`src/rtl/pipelined_adder.sv`:
```
// -----------------------------------------------------------------------------
// pipelined_adder
//
// Purpose:
//   Valid/ready pipelined adder/subtractor. The WIDTH-bit operation is split
//   into STAGES equal slices. Slice k is added in pipeline stage k using the
//   registered carry of slice k-1. Operand bits not yet consumed and sum bits
//   already produced travel alongside in skew registers, so each operation
//   moves through the pipe as one aligned token.
//
// Parameters:
//   WIDTH   operand/result width, 4..64
//   STAGES  pipeline depth, 1..WIDTH, WIDTH must be a multiple of STAGES
//
// Ports:
//   clk        clock, all state on its rising edge
//   rst        asynchronous active-high reset
//   in_valid   a/b/cin/sub carry an operation
//   in_ready   operation accepted this cycle (equals the pipeline advance)
//   a, b       operands (unsigned or two's complement)
//   cin        carry-in (borrow-in when sub=1)
//   sub        0 = add, 1 = subtract (a - b)
//   out_valid  sum/cout/overflow hold a result
//   out_ready  downstream takes the result this cycle
//   sum        result bits, wraps modulo 2^WIDTH
//   cout       carry out of the MSB (in subtract mode 1 = no borrow)
//   overflow   signed overflow flag
//
// Build option:
//   PIPELINED_ADDER_OVF_EN  when defined, overflow = (carry into MSB) XOR
//                           (carry out of MSB), registered with the final
//                           slice. When undefined, overflow is tied to 0.
// -----------------------------------------------------------------------------
module pipelined_adder #(
  parameter int WIDTH  = 16,
  parameter int STAGES = 4
) (
  input  logic             clk,
  input  logic             rst,
  input  logic             in_valid,
  output logic             in_ready,
  input  logic [WIDTH-1:0] a,
  input  logic [WIDTH-1:0] b,
  input  logic             cin,
  input  logic             sub,
  output logic             out_valid,
  input  logic             out_ready,
  output logic [WIDTH-1:0] sum,
  output logic             cout,
  output logic             overflow
);

  // Width of the slice handled by each stage.
  localparam int SW = WIDTH / STAGES;

  logic             advance;
  logic [WIDTH-1:0] b_eff;
  logic             c_eff;

  // The whole pipe moves together; it only freezes when the last stage holds
  // a result nobody is taking. Bubbles are never squeezed out.
  assign advance  = out_ready | ~out_valid;
  assign in_ready = advance;

  // Subtraction is a + ~b + 1; an incoming borrow flips the +1 away.
  assign b_eff = b ^ {WIDTH{sub}};
  assign c_eff = cin ^ sub;

  for (genvar gi = 0; gi < STAGES; gi++) begin : g_stage
    localparam int LO = gi * SW;  // first bit of this stage's slice
    localparam int HI = LO + SW;  // first bit of the next stage's slice

    // Stage inputs: remaining operand bits, incoming carry, valid.
    logic [WIDTH-1:LO] a_in;
    logic [WIDTH-1:LO] b_in;
    logic              c_in;
    logic              v_in;

    logic [SW:0]       slice_sum;
    logic [HI-1:0]     sum_next;

    // Stage register: sum bits completed so far, carry out of this slice.
    logic [HI-1:0]     sum_reg;
    logic              carry_reg;
    logic              valid_reg;

    if (gi == 0) begin : g_head
      assign a_in     = a;
      assign b_in     = b_eff;
      assign c_in     = c_eff;
      assign v_in     = in_valid;
      assign sum_next = slice_sum[SW-1:0];
    end else begin : g_body
      assign a_in     = g_stage[gi-1].g_skew.a_reg;
      assign b_in     = g_stage[gi-1].g_skew.b_reg;
      assign c_in     = g_stage[gi-1].carry_reg;
      assign v_in     = g_stage[gi-1].valid_reg;
      assign sum_next = {slice_sum[SW-1:0], g_stage[gi-1].sum_reg};
    end

    assign slice_sum = {1'b0, a_in[LO +: SW]}
                     + {1'b0, b_in[LO +: SW]}
                     + {{SW{1'b0}}, c_in};

    // Data is captured even for bubbles; only valid_reg gives it meaning.
    always_ff @(posedge clk or posedge rst) begin
      if (rst) begin
        valid_reg <= 1'b0;
        carry_reg <= 1'b0;
        sum_reg   <= '0;
      end else if (advance) begin
        valid_reg <= v_in;
        carry_reg <= slice_sum[SW];
        sum_reg   <= sum_next;
      end
    end

    // Operand bits still to be added by later stages. The last stage has
    // nothing left to forward.
    if (gi < STAGES - 1) begin : g_skew
      logic [WIDTH-1:HI] a_reg;
      logic [WIDTH-1:HI] b_reg;

      always_ff @(posedge clk or posedge rst) begin
        if (rst) begin
          a_reg <= '0;
          b_reg <= '0;
        end else if (advance) begin
          a_reg <= a_in[WIDTH-1:HI];
          b_reg <= b_in[WIDTH-1:HI];
        end
      end
    end

`ifdef PIPELINED_ADDER_OVF_EN
    // The MSB lives in the last slice. Carry into the MSB is recovered from
    // the MSB sum bit and its two addend bits.
    if (gi == STAGES - 1) begin : g_ovf
      logic msb_carry_in;
      logic ovf_reg;

      assign msb_carry_in = a_in[WIDTH-1] ^ b_in[WIDTH-1] ^ slice_sum[SW-1];

      always_ff @(posedge clk or posedge rst) begin
        if (rst) begin
          ovf_reg <= 1'b0;
        end else if (advance) begin
          ovf_reg <= msb_carry_in ^ slice_sum[SW];
        end
      end
    end
`endif
  end

  assign out_valid = g_stage[STAGES-1].valid_reg;
  assign sum       = g_stage[STAGES-1].sum_reg;
  assign cout      = g_stage[STAGES-1].carry_reg;

`ifdef PIPELINED_ADDER_OVF_EN
  assign overflow = g_stage[STAGES-1].g_ovf.ovf_reg;
`else
  assign overflow = 1'b0;
`endif

endmodule

```
`config.mk`:
```
export PLATFORM = sky130hd
export DESIGN_NAME = pipelined_adder
export DESIGN_NICKNAME = d
export VERILOG_FILES = /design/src/rtl/pipelined_adder.sv
export SDC_FILE = /design/constraint.sdc
export NUM_CORES = 1
export LEC_CHECK = 0
export ABC_AREA = 1
export CORE_MARGIN = 4
export CORE_UTILIZATION = 43
export CTS_CLUSTER_SIZE = 12
export DETAILED_ROUTE_END_ITERATION = 12
export HOLD_SLACK_MARGIN = 0.1
export PLACE_DENSITY = 0.67
export SLEW_MARGIN = 20
export SYNTH_ARGS = -nofsm -noshare
export SYNTH_HDL_FRONTEND = slang
export SYNTH_SLANG_ARGS = --single-unit
export TNS_END_PERCENT = 20
```
`constraint.sdc`:
```
create_clock -name clk -period 2.8 [get_ports clk]
set_clock_uncertainty 0.05 [all_clocks]
set_input_delay 0.42 -clock clk [delete_from_list [all_inputs] [get_ports clk]]
set_output_delay 0.42 -clock clk [all_outputs]
set_load 0.1 [all_outputs]
```
==> flow_metrics.py, run 1 <==
metrics = {
    "synthesis": {
        "synth.distinct_cells": 23,
        "post_synthesis_instance_area_mm2": 0.00429,
        "synth_sequential_area_ratio": 0.560,
        "yosys.area.top_type_share": 0.560,
        "number_of_synthesized_register_bits": 96,
        "synth.top_cells.by_area": "dfrtp_1 (56%), nand2_1 (14%), o21ai_0 (4.8%), fa_1 (3.7%), ha_1 (3.5%)",
        "synthesis.instances": 460,
        "yosysWarnings": 0,
        "synth.avg_cell_area_um2": 9.32,
        "synth_area_leader_cell": "dfrtp_1",
        "synthesis.nets": 518,
    },
    "worst_hold_path": {
        "timing.hold.worst.class": "reg2reg",
        "hold_path_depth": 2,
    },
    "global_route": {
        "pin_count_of_the_biggest_net_entering_global_routing": 110,
        "grt_use_total": 0.149,
        "grt_pass1_vias": 3036,
        "grt_pass1_wl_um": 13900,
        "antenna_found_initial": 0,
        "overflow": 0,
    },
    "timing": {
        "fin_crit_sh": 0.769,
        "tightestPinTransition_ps": 519,
        "final_max_slew_viol_count": 0,
        "setup_viol_count_final": 0,
        "final.min_clock_period_ps": 2150,
        "fin_tns_setup_ps": 0,
        "fmax_ghz": 0.464,
        "timing.slew.headroom": 0.654,
        "whs_ps": 425,
        "report.final.hold_viol_count": 0,
        "unrepaired_setup_endpoints_after_global_routing": "false",
    },
    "die": {
        "rows": 36,
        "die-height_um": 108,
        "fp.dieArea_mm2": 0.0116,
        "initial_core_util": 0.441,
        "die_x_um": 108,
        "io_pins": 58,
        "design.core.area_mm2": 0.00973,
    },
    "routing": {
        "remaining_routing_drc_violations": 0,
        "drt-initial-drc-count": 176,
        "first_pass_iters": 4,
        "drt_wl_total_um": 7930,
        "viasPerCell": 4.61,
        "detailroute.via_count": 2982,
        "final_antenna_net_count": 0,
        "avgRoutedWirePerCell_um": 12.3,
    },
    "run": {
        "maxCapViolCount": 0,
    },
    "pwr": {
        "peakVddDrop_mv": 0.629,
        "power_density_mw_per_mm2": 1190,
        "fin_total_pwr_uw": 6060,
        "leakage_power_summed_over_all_cells_uw": 0.00249,
    },
    "clocking": {
        "clk_root_buffer_cell": "clkbuf_8",
        "clock_tree_from_tritoncts": "done",
        "postCtsHoldBufs": 0,
        "insertion_delay_ps": 360,
        "max-clock-path-buffers": 2,
        "clock-sinks": 96,
        "cts_setup_buffers": 0,
        "cts-resized-gates": 0,
        "cts.reportedPaths.clkPinSlew_ps": 100,
        "cts_made_buffers": 9,
        "clock_tree.htree_level_count": 3,
    },
    "placed_design": {
        "place.port_buffers": 56,
        "gp_routability_congestion": 0.794,
        "hpwlAfterDp_um": 5390,
    },
    "critical_path": {
        "critPathLaunchType": "input port",
        "critical_path_required_ps": 3000,
        "worst_setup_path_end_kind": "register",
        "worstRegToRegCells": 6,
        "path_max_fanout": 15,
        "crit_arrival_ps": 2350,
        "worst-setup-path-type": "in2reg",
    },
    "finish": {
        "drive_gt1_frac": 0.0895,
        "most-common-layout-cells": "nand2_1 (165), dfrtp_1 (96), o21ai_0 (41)",
        "layout_overhead_on_the_synthesized_area_pct": 18.7,
        "postLayoutCoreUtil": 0.523,
        "final_nets": 567,
        "diodes": 0,
        "layout.cells.most_common": "nand2_1",
    },
    "status": {
        "outcome": "complete, no violations",
    },
}
-- kinds of logic (layout without fill, tap and decap cells) --
family	Yosys count	after routing	share of synthesized area
simple gates	193	193	0.174
flops	96	96	0.560
compound gates	70	70	0.0844
buf+inv	63	117	0.0730
fa+ha+maj	20	20	0.0724
xor+xnor	17	17	0.0347
other cells	1	1	0.000875
-- worst paths after layout --
| kind | slack (ps) | from | endpoint |
|---|---|---|---|
| hold / removal | 430 | g_stage[0].g_skew.b_reg[14] | g_stage[1].g_skew.b_reg[14] |
| setup / recovery | 650 | sub | g_stage[0].carry_reg |
| setup reg to reg | 990 | g_stage[1].carry_reg | g_stage[2].carry_reg |
| min in group asynchronous | 450 | rst | g_stage[1].sum_reg[2] |
| max in group asynchronous | 1820 | rst | g_stage[2].sum_reg[8] |
| hold reg to reg | 430 | g_stage[0].g_skew.b_reg[14] | g_stage[1].g_skew.b_reg[14] |
-- critical path, stage by stage --
cell and delay (ps):
clkdlybuf4s50_1 610, buf_4 310, xor2_1 150, fa_1 420, nand2_1 80, inv_1 50, o21ai_0 210, a21oi_1 100
-- cell usage after synthesis --
cell type and number:
a31oi_1 1, xnor2_1 14, conb_1 1, o21ai_0 41, o21ai_1 18, buf_4 8, fa_1 8, nand3_1 12
nor2_2 1, buf_2 7, o31ai_1 1, clkbuf_1 4, inv_1 38, buf_6 5, xor2_1 3, or2_2 2
ha_1 12, nand2_1 165, nor2_1 13, a21oi_1 8, o22ai_2 1, inv_2 1, dfrtp_1 96
-- metal layers --
metal  GRT usage  up-vias  share of wire
met5           0        -              0
met4      0.0739        0          0.023
met3      0.0210       13          0.039
met2       0.227       61           0.46
met1       0.208     1381           0.48
li1            -     1527              -
-- through the flow --
| stage | setup WS (ps) | area, µm² | std cells |
|---|---|---|---|
| finish | 646 | 5090 | 647 |
| global route | 598 | 5090 | 647 |
| detailed placement | 259 | 4890 | 631 |
| CTS | 659 | 5090 | 647 |
| global placement | 395 | 4890 | 631 |
| floorplan | 636 | 4290 | 460 |
-- cell type report --
cell class                      count  area (µm²)
Clock buffer                       10         128
Clock inverter                      6        67.6
Fill cell                         925        4640
Inverter                           39         150
Multi-Input combinational cell    301        1580
Sequential cell                    96        2400
Tap cell                          133         166
Timing Repair Buffer               62         596
-- power breakdown --
part / leakage, µW / switching, µW / total (µW) / internal [µW]
Sequential: 0.00116 / 330 / 2330 / 2000
Clock: 0.0000933 / 485 / 903 / 418
Combinational: 0.00124 / 1990 / 2820 / 833
Total: 0.00249 / 2810 / 6060 / 3250
Note: power is estimated with default switching activity, not from simulation.
==> run 2, diff against run 1 <==
clock period = 1.76 ns   (was 2.8 ns; I/O delays follow)
==> run 2 against run 1 <==
Sequential share of layout area shrank 3.0 points. Critical path type unchanged. Clock-buffer cell count grew 1. Largest power group unchanged. Global-route usage grew 0.52 points.
==> flow_metrics.py, run 2 (synthesis gave the netlist of run 1 again) <==
metrics = {
    "clocking": {
        "max-clock-path-buffers": 2,
        "insertion_delay_ps": 360,
        "cts_made_buffers": 9,
        "cts_setup_buffers": 0,
        "clk_root_buffer_cell": "clkbuf_8",
        "clock_tree_from_tritoncts": "done",
        "cts.reportedPaths.clkPinSlew_ps": 100,
        "clock_tree.htree_level_count": 3,
        "clock-sinks": 96,
    },
    "timing": {
        "setup_viol_count_final": 0,
        "fin_crit_sh": 0.966,
        "final_max_slew_viol_count": 0,
        "unrepaired_setup_endpoints_after_global_routing": "true",
        "final.min_clock_period_ps": 1700,
        "fmax_ghz": 0.588,
        "report.final.hold_viol_count": 0,
    },
    "critical_path": {
        "critical-path-slowest-cell": "clkdlybuf4s50_1",
        "critical_path.top_delay_family": "buffers and inverters",
        "worstRegToRegCells": 4,
        "critical_path.reg2reg.endpoint": "sum[13]",
        "timing.critical_path.cells": "clkdlybuf4s50_1, xnor2_1, fa_1, inv_1, fa_1, nand2_1, inv_1, o21ai_0, a21oi_1",
        "path_max_fanout": 2,
        "critical_path_required_ps": 1960,
        "cp_slowest_stage_delay_ps": 480,
        "rr_startpoint": "g_stage[2].carry_reg",
        "timing.critical_path.to": "g_stage[0].carry_reg",
        "worst-setup-path-type": "in2reg",
        "cell_count_along_the_critical_path": 9,
        "critPathLaunchType": "input port",
        "cp-startpoint": "b[0]",
        "r2r_setup_slack_ps": 110,
        "worst_setup_path_end_kind": "register",
        "worstPathBufferInverterCount": 3,
        "crit_arrival_ps": 1900,
    },
    "global_route": {
        "grt_use_total": 0.154,
        "overflow": 0,
        "grt_pass1_vias": 3018,
        "grt_pass1_wl_um": 14200,
        "antenna_found_initial": 0,
        "pin_count_of_the_biggest_net_entering_global_routing": 77,
    },
    "placed_design": {
        "place.port_buffers": 56,
        "hpwlAfterDp_um": 5820,
        "gp_routability_congestion": 0.812,
        "total_cell_area_at_the_placement_stage_mm2": 0.00521,
    },
    "routing": {
        "detailroute.via_count": 3010,
        "drt-initial-drc-count": 120,
        "first_pass_iters": 4,
        "viasPerCell": 4.60,
        "remaining_routing_drc_violations": 0,
        "avgRoutedWirePerCell_um": 12.5,
        "final_antenna_net_count": 0,
        "drt_wl_total_um": 8190,
    },
    "die": {
        "io_pins": 58,
        "rows": 36,
        "initial_core_util": 0.441,
        "fp.dieArea_mm2": 0.0116,
        "die_x_um": 108,
        "die-height_um": 108,
        "design.core.area_mm2": 0.00973,
    },
    "finish": {
        "postLayoutCoreUtil": 0.558,
        "most-common-layout-cells": "nand2_1 (165), dfrtp_1 (96), o21ai_0 (39)",
        "diodes": 0,
        "drive_gt1_frac": 0.109,
        "layout.cells.most_common": "nand2_1",
        "final_nets": 575,
        "final_area_mm2": 0.00543,
        "layout_overhead_on_the_synthesized_area_pct": 26.7,
    },
    "status": {
        "outcome": "complete, no violations",
    },
    "pwr": {
        "peakVddDrop_mv": 0.988,
        "leakage_power_summed_over_all_cells_uw": 0.00263,
        "power_density_mw_per_mm2": 1930,
    },
    "worst_hold_path": {
        "timing.hold.worst.class": "in2async",
    },
    "run": {
        "maxCapViolCount": 0,
    },
}
run 2: worst min-delay path, cell delays in order:
cell             delay (ps)
clkdlybuf4s50_1         440
clkinvlp_4              100
buf_4                   260
run 2: final cells by class:
type / count / area (µm²)
flip-flops and latches: 96 / 2400
clock inverters: 5 / 62.6
well taps: 133 / 166
inverters: 39 / 150
clock buffers: 11 / 151
repair buffers: 70 / 917
fillers: 903 / 4300
multi-input cells: 301 / 1580
run 2: how the worst min path moves through the flow:
| stage | start | end | slack, ps | depth (start not counted) |
|---|---|---|---|---|
| 2_1_floorplan | a[4] | g_stage[0].g_skew.a_reg[4] | 320 | 2 |
| 3_3_place_gp | g_stage[0].g_skew.b_reg[9] | g_stage[1].g_skew.b_reg[9] | 400 | 2 |
| 3_5_place_dp | g_stage[2].sum_reg[1] | sum[1] | 400 | 2 |
| 4_1_cts | rst | g_stage[0].sum_reg[0] | 270 | 3 |
| 5_1_grt | rst | g_stage[0].sum_reg[0] | 300 | 3 |
| 6_report | rst | g_stage[0].sum_reg[0] | 270 | 3 |
run 2: through the flow:
stage	worst slack [ps]	cells	hold slack, ps	total power, µW	setup TNS (ps)
floorplan	-248	460	324	7250	-7320
global placement	-435	639	402	8890	-1650
detailed placement	-471	639	401	9040	-1950
CTS	39.9	655	271	10600	0
global route	-20.5	655	296	11300	-27.4
finish	59.0	655	270	10500	0
run 2: power breakdown:
part	total (µW)	switching [µW]	internal, µW
logic	5160	3230	1940
registers	3820	640	3180
clock network	1510	766	745
total	10500	4630	5870
run 2: what timing repair did:
| item | CTS | global route |
|---|---|---|
| setup endpoints to repair | 6 | 5 |
| pin swaps | 0 | 3 |
| cloned | 0 | 0 |
| hold buffers | 0 | 0 |
| resized for setup | 3 | 2 |
run 2: layer usage:
layer / up-vias / GRT usage / share of wire
li1: 1545 / - / -
met1: 1409 / 0.217 / 0.48
met2: 46 / 0.237 / 0.47
met3: 10 / 0.0306 / 0.035
met4: 0 / 0.0568 / 0.016
met5: - / 0 / 0
==> run 3, diff against run 2 <==
CORE_UTILIZATION = 49   (was 43)
PLACE_DENSITY = 0.75   (was 0.67)
==> run 3 against run 2 <==
Fmax about the same. Sequential power about the same. Utilization up 9.5 points. Die area down 11%. Cell count down 4.3%. Critical path depth down 4. Critical endpoint is now g_stage[2].sum_reg[10].
==> flow_metrics.py, run 3 (synthesis gave the netlist of run 1 again) <==
metrics = {
    "global_route": {
        "grt_pass1_wl_um": 14200,
        "overflow": 0,
        "pin_count_of_the_biggest_net_entering_global_routing": 64,
        "antenna_found_initial": 0,
        "grt_pass1_vias": 3067,
        "grt_use_total": 0.174,
    },
    "critical_path": {
        "critical_path_required_ps": 1950,
        "cpMostUsedCell": "fa_2",
        "worst-setup-path-type": "reg2reg",
        "timing.critical_path.cells": "fa_2, fa_2, buf_4, o21ai_2, o21ai_1",
        "path_max_fanout": 2,
        "cp_slowest_stage_delay_ps": 420,
        "critical-path-slowest-cell": "dfrtp_1",
        "critPathLaunchType": "register",
        "crit_arrival_ps": 1890,
        "r2r_setup_slack_ps": 60,
        "critical_path.top_delay_family": "adder cells",
        "worstPathBufferInverterCount": 1,
        "worst_setup_path_end_kind": "register",
    },
    "placed_design": {
        "hpwlAfterDp_um": 5820,
        "gp_routability_congestion": 0.776,
        "placed_cells_incl_taps": 609,
        "place.port_buffers": 56,
        "dp_worst_setup_slack_ps": -462,
    },
    "pwr": {
        "power.share.clock": 0.154,
        "fin_total_pwr_uw": 10800,
        "power.internal_uw": 6130,
        "peakVddDrop_mv": 1.00,
        "power_density_mw_per_mm2": 1970,
        "leakage_power_summed_over_all_cells_uw": 0.00266,
        "net-switching-power_uw": 4660,
        "part_of_the_total_power_dissipated_in_sequential_elements": 0.356,
        "switching_share": 0.432,
        "power.combinational.fraction": 0.489,
    },
    "finish": {
        "diodes": 0,
        "layout_overhead_on_the_synthesized_area_pct": 27.7,
        "drive_gt1_frac": 0.117,
        "layout.cells.non_filler": 627,
        "final_nets": 576,
        "most-common-layout-cells": "nand2_1 (164), dfrtp_1 (96), o21ai_0 (38)",
        "layout.cells.most_common": "nand2_1",
        "fillers": 682,
        "postLayoutCoreUtil": 0.653,
    },
    "clocking": {
        "clock-sinks": 96,
        "clk_root_buffer_cell": "clkbuf_8",
        "cts.reportedPaths.clkPinSlew_ps": 90,
        "insertion_delay_ps": 360,
        "max-clock-path-buffers": 2,
        "cts_made_buffers": 9,
        "clock_tree_from_tritoncts": "done",
        "clock_tree.htree_level_count": 3,
    },
    "routing": {
        "drt-initial-drc-count": 113,
        "detailroute.via_count": 3084,
        "final_antenna_net_count": 0,
        "remaining_routing_drc_violations": 0,
        "first_pass_iters": 4,
        "avgRoutedWirePerCell_um": 13.0,
        "viasPerCell": 4.92,
        "drt_wl_total_um": 8120,
    },
    "status": {
        "outcome": "complete, no violations",
    },
    "die": {
        "rows": 33,
        "design.core.area_mm2": 0.00838,
        "die_x_um": 102,
        "die-height_um": 102,
        "io_pins": 58,
        "initial_core_util": 0.511,
        "fp.dieArea_mm2": 0.0103,
    },
    "timing": {
        "fmax_ghz": 0.588,
        "final_max_slew_viol_count": 0,
        "setup_viol_count_final": 0,
        "final.min_clock_period_ps": 1700,
        "postLayoutSetupSlackWorst_ps": 60.3,
        "report.final.hold_viol_count": 0,
        "fin_crit_sh": 0.966,
        "unrepaired_setup_endpoints_after_global_routing": "true",
    },
    "run": {
        "maxCapViolCount": 0,
    },
    "worst_hold_path": {
        "timing.hold.worst.class": "in2async",
    },
}
[run 3: cell count changes in the layout (fill, tap and decap cells not counted), sizes merged]
cell / before / now
buf: 33 / 34
bufinv: 1 / 3
clkbuf: 11 / 10
clkinv: 0 / 1
clkinvlp: 3 / 2
inv: 40 / 38
[run 3: final timing paths]
check,endpoint,from,cells after the start
worst max-delay path,g_stage[2].sum_reg[10],g_stage[1].carry_reg,5
max in group asynchronous,g_stage[0].g_skew.a_reg[12],rst,3
worst min register to register,g_stage[2].g_skew.b_reg[14],g_stage[1].g_skew.b_reg[14],2
worst min-delay path,g_stage[0].sum_reg[0],rst,2
min in group clk,g_stage[0].g_skew.a_reg[7],a[7],3
worst max register to register,g_stage[2].sum_reg[10],g_stage[1].carry_reg,5
[run 3: worst register-to-register path: cells and delay by family (launching register included)]
| family | cells | cell delay (ps) |
|---|---|---|
| AO/OA/AOI/OAI | 2 | 180 |
| adder cells (fa/ha/maj) | 2 | 800 |
| buffers and inverters | 1 | 140 |
| flip-flops | 1 | 420 |
[run 3: final cells by class]
cell class / count / area (µm²) / share of cell area
sequential: 96 / 2400 / 0.439
timing repair buffer: 71 / 950 / 0.174
tap: 105 / 131 / 0.0240
clock inverter: 5 / 106 / 0.0194
clock buffer: 10 / 128 / 0.0233
inverter: 39 / 153 / 0.0279
multi-input combinational: 301 / 1600 / 0.293
[run 3: metal layers]
layer | track usage | routed length (µm) | share of wire
met1 | 0.246 | 3830 | 0.47
met2 | 0.271 | 3910 | 0.48
met3 | 0.0227 | 258 | 0.032
met4 | 0.0767 | 130 | 0.016
met5 | 0 | 0 | 0
[run 3: through the flow]
step	setup TNS, ps	hold slack (ps)	instance area [µm²]
floorplan	-7320	324	4290
global placement	-1590	402	5190
detailed placement	-1890	403	5190
CTS	0	211	5430
global route	-30.7	226	5470
finish	0	211	5470
[run 3: power by group through the flow]
| stage | combinational [µW] | sequential (µW) | clock [µW] |
|---|---|---|---|
| finish | 5280 | 3850 | 1670 |
| global route | 5800 | 3970 | 1790 |
| CTS | 5200 | 3850 | 1690 |
| detailed placement | 5150 | 3880 | 0 |
| global placement | 5000 | 3840 | 0 |
| floorplan | 2150 | 5100 | 0 |
[run 3: what timing repair did]
item	4_1_cts	5_1_grt
resized for setup	5	8
pin swaps	1	4
setup endpoints to repair	7	6
hold buffers	0	0
buffers inserted	0	3
hold endpoints to repair	0	0
